===== config.mk =====
export PLATFORM = sky130hd
export DESIGN_NAME = nv_nvdla_sdp_core_y_dpgather
export DESIGN_NICKNAME = d
export VERILOG_FILES = /design/src/rtl/nv_nvdla_sdp_core_y_dpgather.sv
export SDC_FILE = /design/constraint.sdc
export NUM_CORES = 1
export LEC_CHECK = 0
export CAP_MARGIN = 20
export CORE_AREA = 10 10 243 245
export DETAILED_ROUTE_END_ITERATION = 10
export DIE_AREA = 0 0 253 255
export GPL_TIMING_DRIVEN = 0
export PLACE_DENSITY = 0.77
export SLEW_MARGIN = 20
export SYNTH_ARGS = -nofsm -noshare
export SYNTH_HDL_FRONTEND = slang
export SYNTH_SLANG_ARGS = --single-unit

===== constraint.sdc =====
create_clock -name nvdla_core_clk -period 2.9 [get_ports nvdla_core_clk]
set_input_delay 0.435 -clock nvdla_core_clk [delete_from_list [all_inputs] [get_ports nvdla_core_clk]]
set_output_delay 0.435 -clock nvdla_core_clk [all_outputs]
set_load 0.05 [all_outputs]

===== src/rtl/nv_nvdla_sdp_core_y_dpgather.sv =====
// ---------------------------------------------------------------------------
// nv_nvdla_sdp_core_y_dpgather
//
// Width gatherer on the SDP Y datapath. Narrow IW-bit beats are packed into
// one OW = IW*RATIO bit word, with segment 0 as the least-significant slice.
// A beat flagged with inp_last closes the word early. out_mask reports which
// segments hold data. This block is the inverse of the Y-path splitter.
//
// Ports:
//   nvdla_core_clk   core clock
//   nvdla_core_rstn  synchronous active-low reset
//   inp_pvld/prdy    input beat handshake
//   inp_data         IW-bit input beat
//   inp_last         end of stream, qualified by inp_pvld
//   out_pvld/prdy    packed word handshake
//   out_data         OW-bit packed word
//   out_mask         bit k set when segment k holds valid data
//
// Handshake semantics: a transfer happens on a rising edge where valid and
// ready are both high. Once valid is raised, the producer holds valid and
// payload stable until that transfer. Ready may depend combinationally on
// the consumer's ready (inp_prdy = !out_pvld | out_prdy).
// ---------------------------------------------------------------------------
module nv_nvdla_sdp_core_y_dpgather #(
    parameter int IW    = 128,
    parameter int RATIO = 4,
    parameter int CW    = 2
) (
    input  logic                  nvdla_core_clk,
    input  logic                  nvdla_core_rstn,
    input  logic                  inp_pvld,
    input  logic [IW-1:0]         inp_data,
    input  logic                  inp_last,
    output logic                  inp_prdy,
    output logic                  out_pvld,
    output logic [IW*RATIO-1:0]   out_data,
    output logic [RATIO-1:0]      out_mask,
    input  logic                  out_prdy
);

    localparam int OW = IW * RATIO;

    logic [CW-1:0]    pack_cnt;
    logic [CW-1:0]    pack_cnt_nxt;
    logic             out_pvld_nxt;
    logic [OW-1:0]    data_nxt;
    logic [RATIO-1:0] mask_nxt;
    logic             inp_acc;
    logic             out_acc;
    logic             word_done;

    // There is a single assembly register. A new beat can enter only when
    // that register is empty, or when it is being drained in this same cycle.
    assign inp_prdy  = !out_pvld || out_prdy;
    assign inp_acc   = inp_pvld && inp_prdy;
    assign out_acc   = out_pvld && out_prdy;
    assign word_done = inp_acc && ((pack_cnt == CW'(RATIO - 1)) || inp_last);

    always_comb begin
        // Draining clears the register, so unfilled segments of a later
        // partial word read as zero. A beat accepted in the same cycle as
        // the drain lands on top of the cleared register. pack_cnt is
        // already 0 in that case, because completion resets it.
        data_nxt     = out_acc ? '0 : out_data;
        mask_nxt     = out_acc ? '0 : out_mask;
        pack_cnt_nxt = pack_cnt;
        out_pvld_nxt = out_acc ? 1'b0 : out_pvld;

        if (inp_acc) begin
            for (int k = 0; k < RATIO; k++) begin
                if (pack_cnt == CW'(k)) begin
                    data_nxt[k*IW +: IW] = inp_data;
                    mask_nxt[k]          = 1'b1;
                end
            end
            pack_cnt_nxt = word_done ? '0 : pack_cnt + CW'(1);
        end

        if (word_done) begin
            out_pvld_nxt = 1'b1;
        end
    end

    always_ff @(posedge nvdla_core_clk) begin
        if (!nvdla_core_rstn) begin
            out_pvld <= 1'b0;
            pack_cnt <= '0;
            out_mask <= '0;
            out_data <= '0;
        end else begin
            out_pvld <= out_pvld_nxt;
            pack_cnt <= pack_cnt_nxt;
            out_mask <= mask_nxt;
            out_data <= data_nxt;
        end
    end

    // Handshake outputs must never be X once reset has been released.
    a_no_x_ctrl: assert property (@(posedge nvdla_core_clk) disable iff (!nvdla_core_rstn)
        !$isunknown(inp_prdy) && !$isunknown(out_pvld));

    // A stalled output word must not change under the consumer.
    a_hold_stable: assert property (@(posedge nvdla_core_clk) disable iff (!nvdla_core_rstn)
        (out_pvld && !out_prdy) |=> ($stable(out_data) && $stable(out_mask) && out_pvld));

endmodule


==> reports/metrics.yaml, run 1 <==
status:
  status: "finished, final reports clean"
worst_hold_path:
  min_from: "out_data[78]"
  holdPathEnd: "out_data[78]"
  hold_class: "reg2reg"
  holdPathStages: 2
grt:
  grt_usage_pct: 22.9
  antenna_found_initial: 5
  grt_pass1_vias: 17000
  grt_pass1_wl_microns: 111000
  overflow: 0
  grt_max_degree: 15
route:
  drc_errors: 0
  post_drt_wl_per_cell_microns: 23.7
  drt-total-wl_microns: 78100
  drtIter0Drc: 701
  drtPass1Iterations: 4
  ant_nets: 0
  num_vias: 16100
  vias_per_cell: 4.89
floorplanning:
  die-area_sq_um: 64500
  start_util_pct: 34.9
  die_w_microns: 253
  ioPinCount: 651
  row_count: 86
  fp.coreArea_sq_um: 54400
  die_y_microns: 255
clock_tree:
  cts_buffer_depth: 3
  hold_buffers: 0
  htree_levels: 2
  cts_buffers: 54
  cts.sinks: 519
  post-cts-setup-buffers: 0
  insertion_delay_ns: 0.60
  path_clk_slew_ns: 0.06
  post_cts_resized: 0
  cts_tree: "built"
  cts-root-buf: "clkbuf_16"
sta:
  worst_pin_slew_ns: 0.883
  final-max-slew-violation-count: 0
  min_period_over_period_pct: 88.4
  fmax_ghz: 0.390
  relSlewSlack_pct: 41.1
  rsz0062_at_grt: "false"
  timing_hold_violations_final: 0
  tns_ns: 0
  min_period_ns: 2.56
  setup_viol: 0
  clock_skew_ns: 0.0208
critical_path:
  critPathMaxFanout: 7
  crit_path_max_incr_delay_ns: 0.87
  rr_endpoint: "out_data[82]"
  end_kind: "output port"
  critical_path_class: "in2out"
  worstPathRequired_ns: 2.47
  crit_buf_inv: 3
  slowest_stage: "clkdlybuf4s50_1"
  path_cells: "clkdlybuf4s50_1 -> nand2b_1 -> buf_2 -> clkdlybuf4s50_1"
  critPathArrivalTime_ns: 2.13
  startpoint_type: "primary input"
  cp_top_family: "buffers and inverters"
  reg2reg_slack_ns: 0.65
  r2r_cells: 6
  cp_common_cell: "clkdlybuf4s50_1"
  r2r-start: "out_pvld"
power:
  seq_power_share_pct: 44.5
  leakage_nw: 11.1
  pwr-share-comb_pct: 13.6
  peakVddDrop_v: 0.000455
  clkPwrFrac_pct: 41.8
  netSwitchingFraction_pct: 27.7
  cellPowerDensity_nw_per_um2: 593
  p_int_w: 0.0121
  p_sw_w: 0.00463
place:
  dp_hpwl_microns: 59800
  gp_congestion: 0.898
  postPlaceCellArea_sq_um: 26400
  io_buffer_count: 650
final_layout:
  syn_to_final_growth_pct: 48.4
  nets: 2677
  final_cell_mix: "clkdlybuf4s50_1 (650), nand2_1 (645), dfxtp_1 (519), mux2i_1 (514), clkbuf_1 (59)"
  nFillCells: 4814
  final_area_sq_um: 28200
  finalCoreUtilization_pct: 51.8
  final_layout_size_suffix_gt1_share_pct: 6.66
  final_common_cell: "clkdlybuf4s50_1"
synth:
  ys_seq_area_share_pct: 54.7
  avgSynthCellArea_sq_um: 10.4
  netlist_instances: 1834
  ys_ff_latch: 519
  synth_cell_types: 19
  ys_warn_count: 0
  synth_nets: 1971
  synth_area_sq_um: 19000
run:
  drv_cap: 0
==> flip-flops by register name, summed over array words and instances (netlist names) <==
name	count
out_data	512
out_mask	4
pack_cnt	2
out_pvld	1
==> final cells by class <==
class / instances / area, sq um / share of cell area (%)
Antenna cell: 6 / 15.0 / 0.0532
Clock inverter: 20 / 198 / 0.701
Inverter: 2 / 7.51 / 0.0266
Clock buffer: 79 / 1600 / 5.66
Buffer: 132 / 878 / 3.11
Multi-Input combinational cell: 1181 / 7730 / 27.4
Sequential cell: 519 / 10400 / 36.8
Timing Repair Buffer: 650 / 6510 / 23.1
Tap cell: 704 / 881 / 3.12
==> synth_stat cells, drive strengths merged <==
cell type	n	area share, %
nor2	1	0.020
and3	3	0.099
o21ai	1	0.026
and2	3	0.099
dfxtp	519	55
nand2	645	13
a21boi	3	0.12
clkbuf	53	1.1
mux2i	514	27
inv	2	0.040
nand3	3	0.079
buf	79	3.5
ha	4	0.26
nand2b	1	0.033
o21a	3	0.12
==> worst max-delay path by stage <==
| stage | start | end | slack, ns | cells past startpoint |
|---|---|---|---|---|
| global route | out_prdy | inp_prdy | 0.32 | 4 |
| detailed placement | nvdla_core_rstn | out_data[462] | -0.14 | 5 |
| finish | out_prdy | inp_prdy | 0.34 | 4 |
| global placement | nvdla_core_rstn | out_data[131] | -0.55 | 5 |
| floorplan | out_pvld | out_mask[1] | 1.02 | 7 |
| CTS | out_prdy | inp_prdy | 0.36 | 4 |
==> logic make-up after synthesis <==
| logic type | share of synthesized area [%] |
|---|---|
| flip-flops | 54.7 |
| AO/OA/AOI/OAI | 0.263 |
| AND/OR/NAND/NOR | 13.1 |
| multiplexers | 27.1 |
| adder cells (fa/ha/maj) | 0.263 |
| buffers and inverters | 4.65 |
==> stage by stage <==
stage	setup slack, ns	hold slack (ns)	total power, W	cells
after detailed placement	-0.140	0.445	0.00989	3188
after CTS	0.356	0.454	0.0168	3287
after floorplan	1.02	0.471	0.00891	1834
final	0.337	0.457	0.0167	3293
after global placement	-0.555	0.441	0.00985	3188
after global routing	0.317	0.470	0.0172	3289
==> worst min-delay path, delay by kind of cell, from the launching register on <==
family / cells / cell delay (ns)
multiplexers: 1 / 0.05
flip-flops: 1 / 0.31
AND/OR/NAND/NOR: 1 / 0.05
==> power by group through the flow <==
stage / combinational (W) / clock (W) / sequential (W)
2_1_floorplan: 0.000638 / 0 / 0.00827
3_3_place_gp: 0.00226 / 0 / 0.00759
3_5_place_dp: 0.00228 / 0 / 0.00760
4_1_cts: 0.00229 / 0.00710 / 0.00745
5_1_grt: 0.00237 / 0.00738 / 0.00747
6_report: 0.00228 / 0.00700 / 0.00745
==> routing by layer <==
| layer | track usage [%] | wire length [microns] | part of all wire (%) |
|---|---|---|---|
| met2 | 38.9 | 37100 | 48 |
| met1 | 25.0 | 29500 | 38 |
| met3 | 8.34 | 7460 | 9.6 |
| met4 | 11.5 | 4030 | 5.2 |
| met5 | 0 | 0 | 0 |
No activity file was read; power rests on OpenSTA's default activity.
==> run 2: changes to the inputs <==
--- a/config.mk
+++ b/config.mk
@@ -15,3 +15,4 @@
 export SYNTH_ARGS = -nofsm -noshare
 export SYNTH_HDL_FRONTEND = slang
 export SYNTH_SLANG_ARGS = --single-unit
+export TNS_END_PERCENT = 20
==> results of run 2 <==
The final DEF is identical to that of run 1; final timing and power are the same.
==> run 3: changes to the inputs <==
--- a/config.mk
+++ b/config.mk
@@ -5,12 +5,12 @@
 export SDC_FILE = /design/constraint.sdc
 export NUM_CORES = 1
 export LEC_CHECK = 0
-export CAP_MARGIN = 20
-export CORE_AREA = 10 10 243 245
+export CAP_MARGIN = 10
+export CORE_AREA = 2 2 256 258
 export DETAILED_ROUTE_END_ITERATION = 10
-export DIE_AREA = 0 0 253 255
+export DIE_AREA = 0 0 258 260
 export GPL_TIMING_DRIVEN = 0
-export PLACE_DENSITY = 0.77
+export PLACE_DENSITY = 0.68
 export SLEW_MARGIN = 20
 export SYNTH_ARGS = -nofsm -noshare
 export SYNTH_HDL_FRONTEND = slang
==> reports/metrics.yaml, run 3 (synthesized netlist as in run 1, its figures left out) <==
status:
  status: "finished, final reports clean"  # unchanged
run:
  drv_cap: 0  # unchanged
critical_path:
  worstPathRequired_ns: 2.47  # about the same
  critical_path_class: "in2out"  # unchanged
  startpoint_type: "primary input"  # unchanged
  critPathMaxFanout: 7  # unchanged
  critPathArrivalTime_ns: 2.05  # was 2.13 ns
  end_kind: "output port"  # unchanged
route:
  num_vias: 15900  # was 16100
  vias_per_cell: 4.62  # was 4.89
  post_drt_wl_per_cell_microns: 21.4  # was 23.7 microns
  drtPass1Iterations: 5  # was 4
  drc_errors: 0  # unchanged
  drtIter0Drc: 998  # was 701
  drt-total-wl_microns: 73600  # was 78100 microns
  ant_nets: 0  # unchanged
grt:
  grt_pass1_wl_microns: 106000  # was 111000 microns
  grt_max_degree: 14  # was 15
  antenna_found_initial: 3  # was 5
  grt_pass1_vias: 16600  # was 17000
  overflow: 0  # unchanged
  grt_usage_pct: 20.9  # was 22.9%
final_layout:
  nets: 2680  # was 2677
  final_common_cell: "clkdlybuf4s50_1"  # unchanged
  final_area_sq_um: 28500  # was 28200 sq um
  final_cell_mix: "clkdlybuf4s50_1 (650), nand2_1 (645), dfxtp_1 (519), mux2i_1 (514), clkbuf_16 (57)"  # was clkdlybuf4s50_1 (650), nand2_1 (645), dfxtp_1 (519), mux2i_1 (514), clkbuf_1 (59)
  largest_reg_flops: 512  # unchanged
  top_register: "out_data"  # unchanged
  syn_to_final_growth_pct: 49.7  # was 48.4%
  stdcell_count: 3440  # was 3293
  final_layout_size_suffix_gt1_share_pct: 6.85  # was 6.66%
  largestRegisters: "out_data: 512 flops, out_mask: 4 flops, pack_cnt: 2 flops"  # unchanged
place:
  postPlaceCellArea_sq_um: 26600  # was 26400 sq um
  gp_congestion: 0.885  # was 0.898
  io_buffer_count: 650  # unchanged
  dp_hpwl_microns: 55200  # was 59800 microns
  post-place-cells: 3340  # was 3188
sta:
  tns_ns: 0  # unchanged
  min_period_ns: 2.48  # was 2.56 ns
  worst_pin_slew_ns: 0.894  # was 0.883 ns
  final-max-slew-violation-count: 0  # unchanged
  clock_skew_ns: 0.0189  # was 0.0208 ns
  fmax_ghz: 0.403  # was 0.390 GHz
  rsz0062_at_grt: "false"  # unchanged
  timing_hold_violations_final: 0  # unchanged
  min_period_over_period_pct: 85.5  # was 88.4%
  setup_viol: 0  # unchanged
  relSlewSlack_pct: 40.4  # was 41.1%
  holdWs_ns: 0.454  # was 0.457 ns
worst_hold_path:
  hold_class: "reg2reg"  # unchanged
power:
  p_int_w: 0.0123  # was 0.0121 W
  pwr-share-comb_pct: 13.4  # was 13.6%
  clkPwrFrac_pct: 42.6  # was 41.8%
  peakVddDrop_v: 0.000432  # was 0.000455 V
  leakage_nw: 11.2  # was 11.1 nW
  seq_power_share_pct: 44.0  # was 44.5%
  p_sw_w: 0.00459  # was 0.00463 W
  cellPowerDensity_nw_per_um2: 595  # was 593 nW/um^2
  power_w: 0.0169  # was 0.0167 W
  netSwitchingFraction_pct: 27.1  # was 27.7%
clock_tree:
  cts_tree: "built"  # unchanged
  hold_buffers: 0  # unchanged
  cts_buffers: 56  # was 54
  cts-root-buf: "clkbuf_16"  # unchanged
  cts_buffer_depth: 3  # unchanged
  insertion_delay_ns: 0.59  # was 0.60 ns
  post-cts-setup-buffers: 0  # unchanged
  cts.sinks: 519  # unchanged
  htree_levels: 2  # unchanged
  post_cts_resized: 0  # unchanged
  path_clk_slew_ns: 0.06  # about the same
floorplanning:
  die-area_sq_um: 67100  # was 64500 sq um
  start_util_pct: 29.6  # was 34.9%
  fp.coreArea_sq_um: 64100  # was 54400 sq um
  ioPinCount: 651  # unchanged
  die_y_microns: 260  # was 255 microns
  die_w_microns: 258  # was 253 microns
  row_count: 93  # was 86
## run 3: layout make-up
type	instances	area (sq um)
Clock buffer	76	1620
Inverter	2	7.51
Antenna cell	1	2.50
Multi-Input combinational cell	1181	7730
Buffer	132	880
Timing Repair Buffer	651	6530
Sequential cell	519	10400
Tap cell	855	1070
Fill cell	5970	35700
Clock inverter	23	230
## run 3: power by group through the flow
stage	clock [W]	sequential, W	combinational (W)
floorplan	0	0.00827	0.000638
global placement	0	0.00759	0.00225
detailed placement	0	0.00760	0.00227
CTS	0.00737	0.00745	0.00228
global route	0.00763	0.00746	0.00236
finish	0.00721	0.00745	0.00227
## run 3: metal layers
metal,global-route usage [%],vias up,part of all wire (%)
li1,-,7444,-
met1,24.7,7681,41
met2,35.9,608,48
met3,5.73,172,7.4
met4,8.53,4,4.0
met5,0,-,0.041
## run 3: per-stage QoR
step                worst slack (ns)  util, %
floorplan                       1.02        -
global placement               -1.17     41.5
detailed placement           -0.0576     41.5
CTS                            0.413     44.4
global route                   0.375     44.4
finish                         0.419     44.4
## run 3: path summary, 6_finish.rpt
path | start | to | slack, ns | cells after the start
setup / recovery | out_prdy | inp_prdy | 0.42 | 4
hold / removal | out_data[26] | out_data[26] | 0.45 | 2
setup reg to reg | out_pvld | out_data[161] | 0.74 | 6
hold reg to reg | out_data[26] | out_data[26] | 0.45 | 2
## run 3: critical path, stage by stage
cell and delay [ns]:
clkdlybuf4s50_1 0.50, nand2b_1 0.10, buf_2 0.15, clkdlybuf4s50_1 0.85
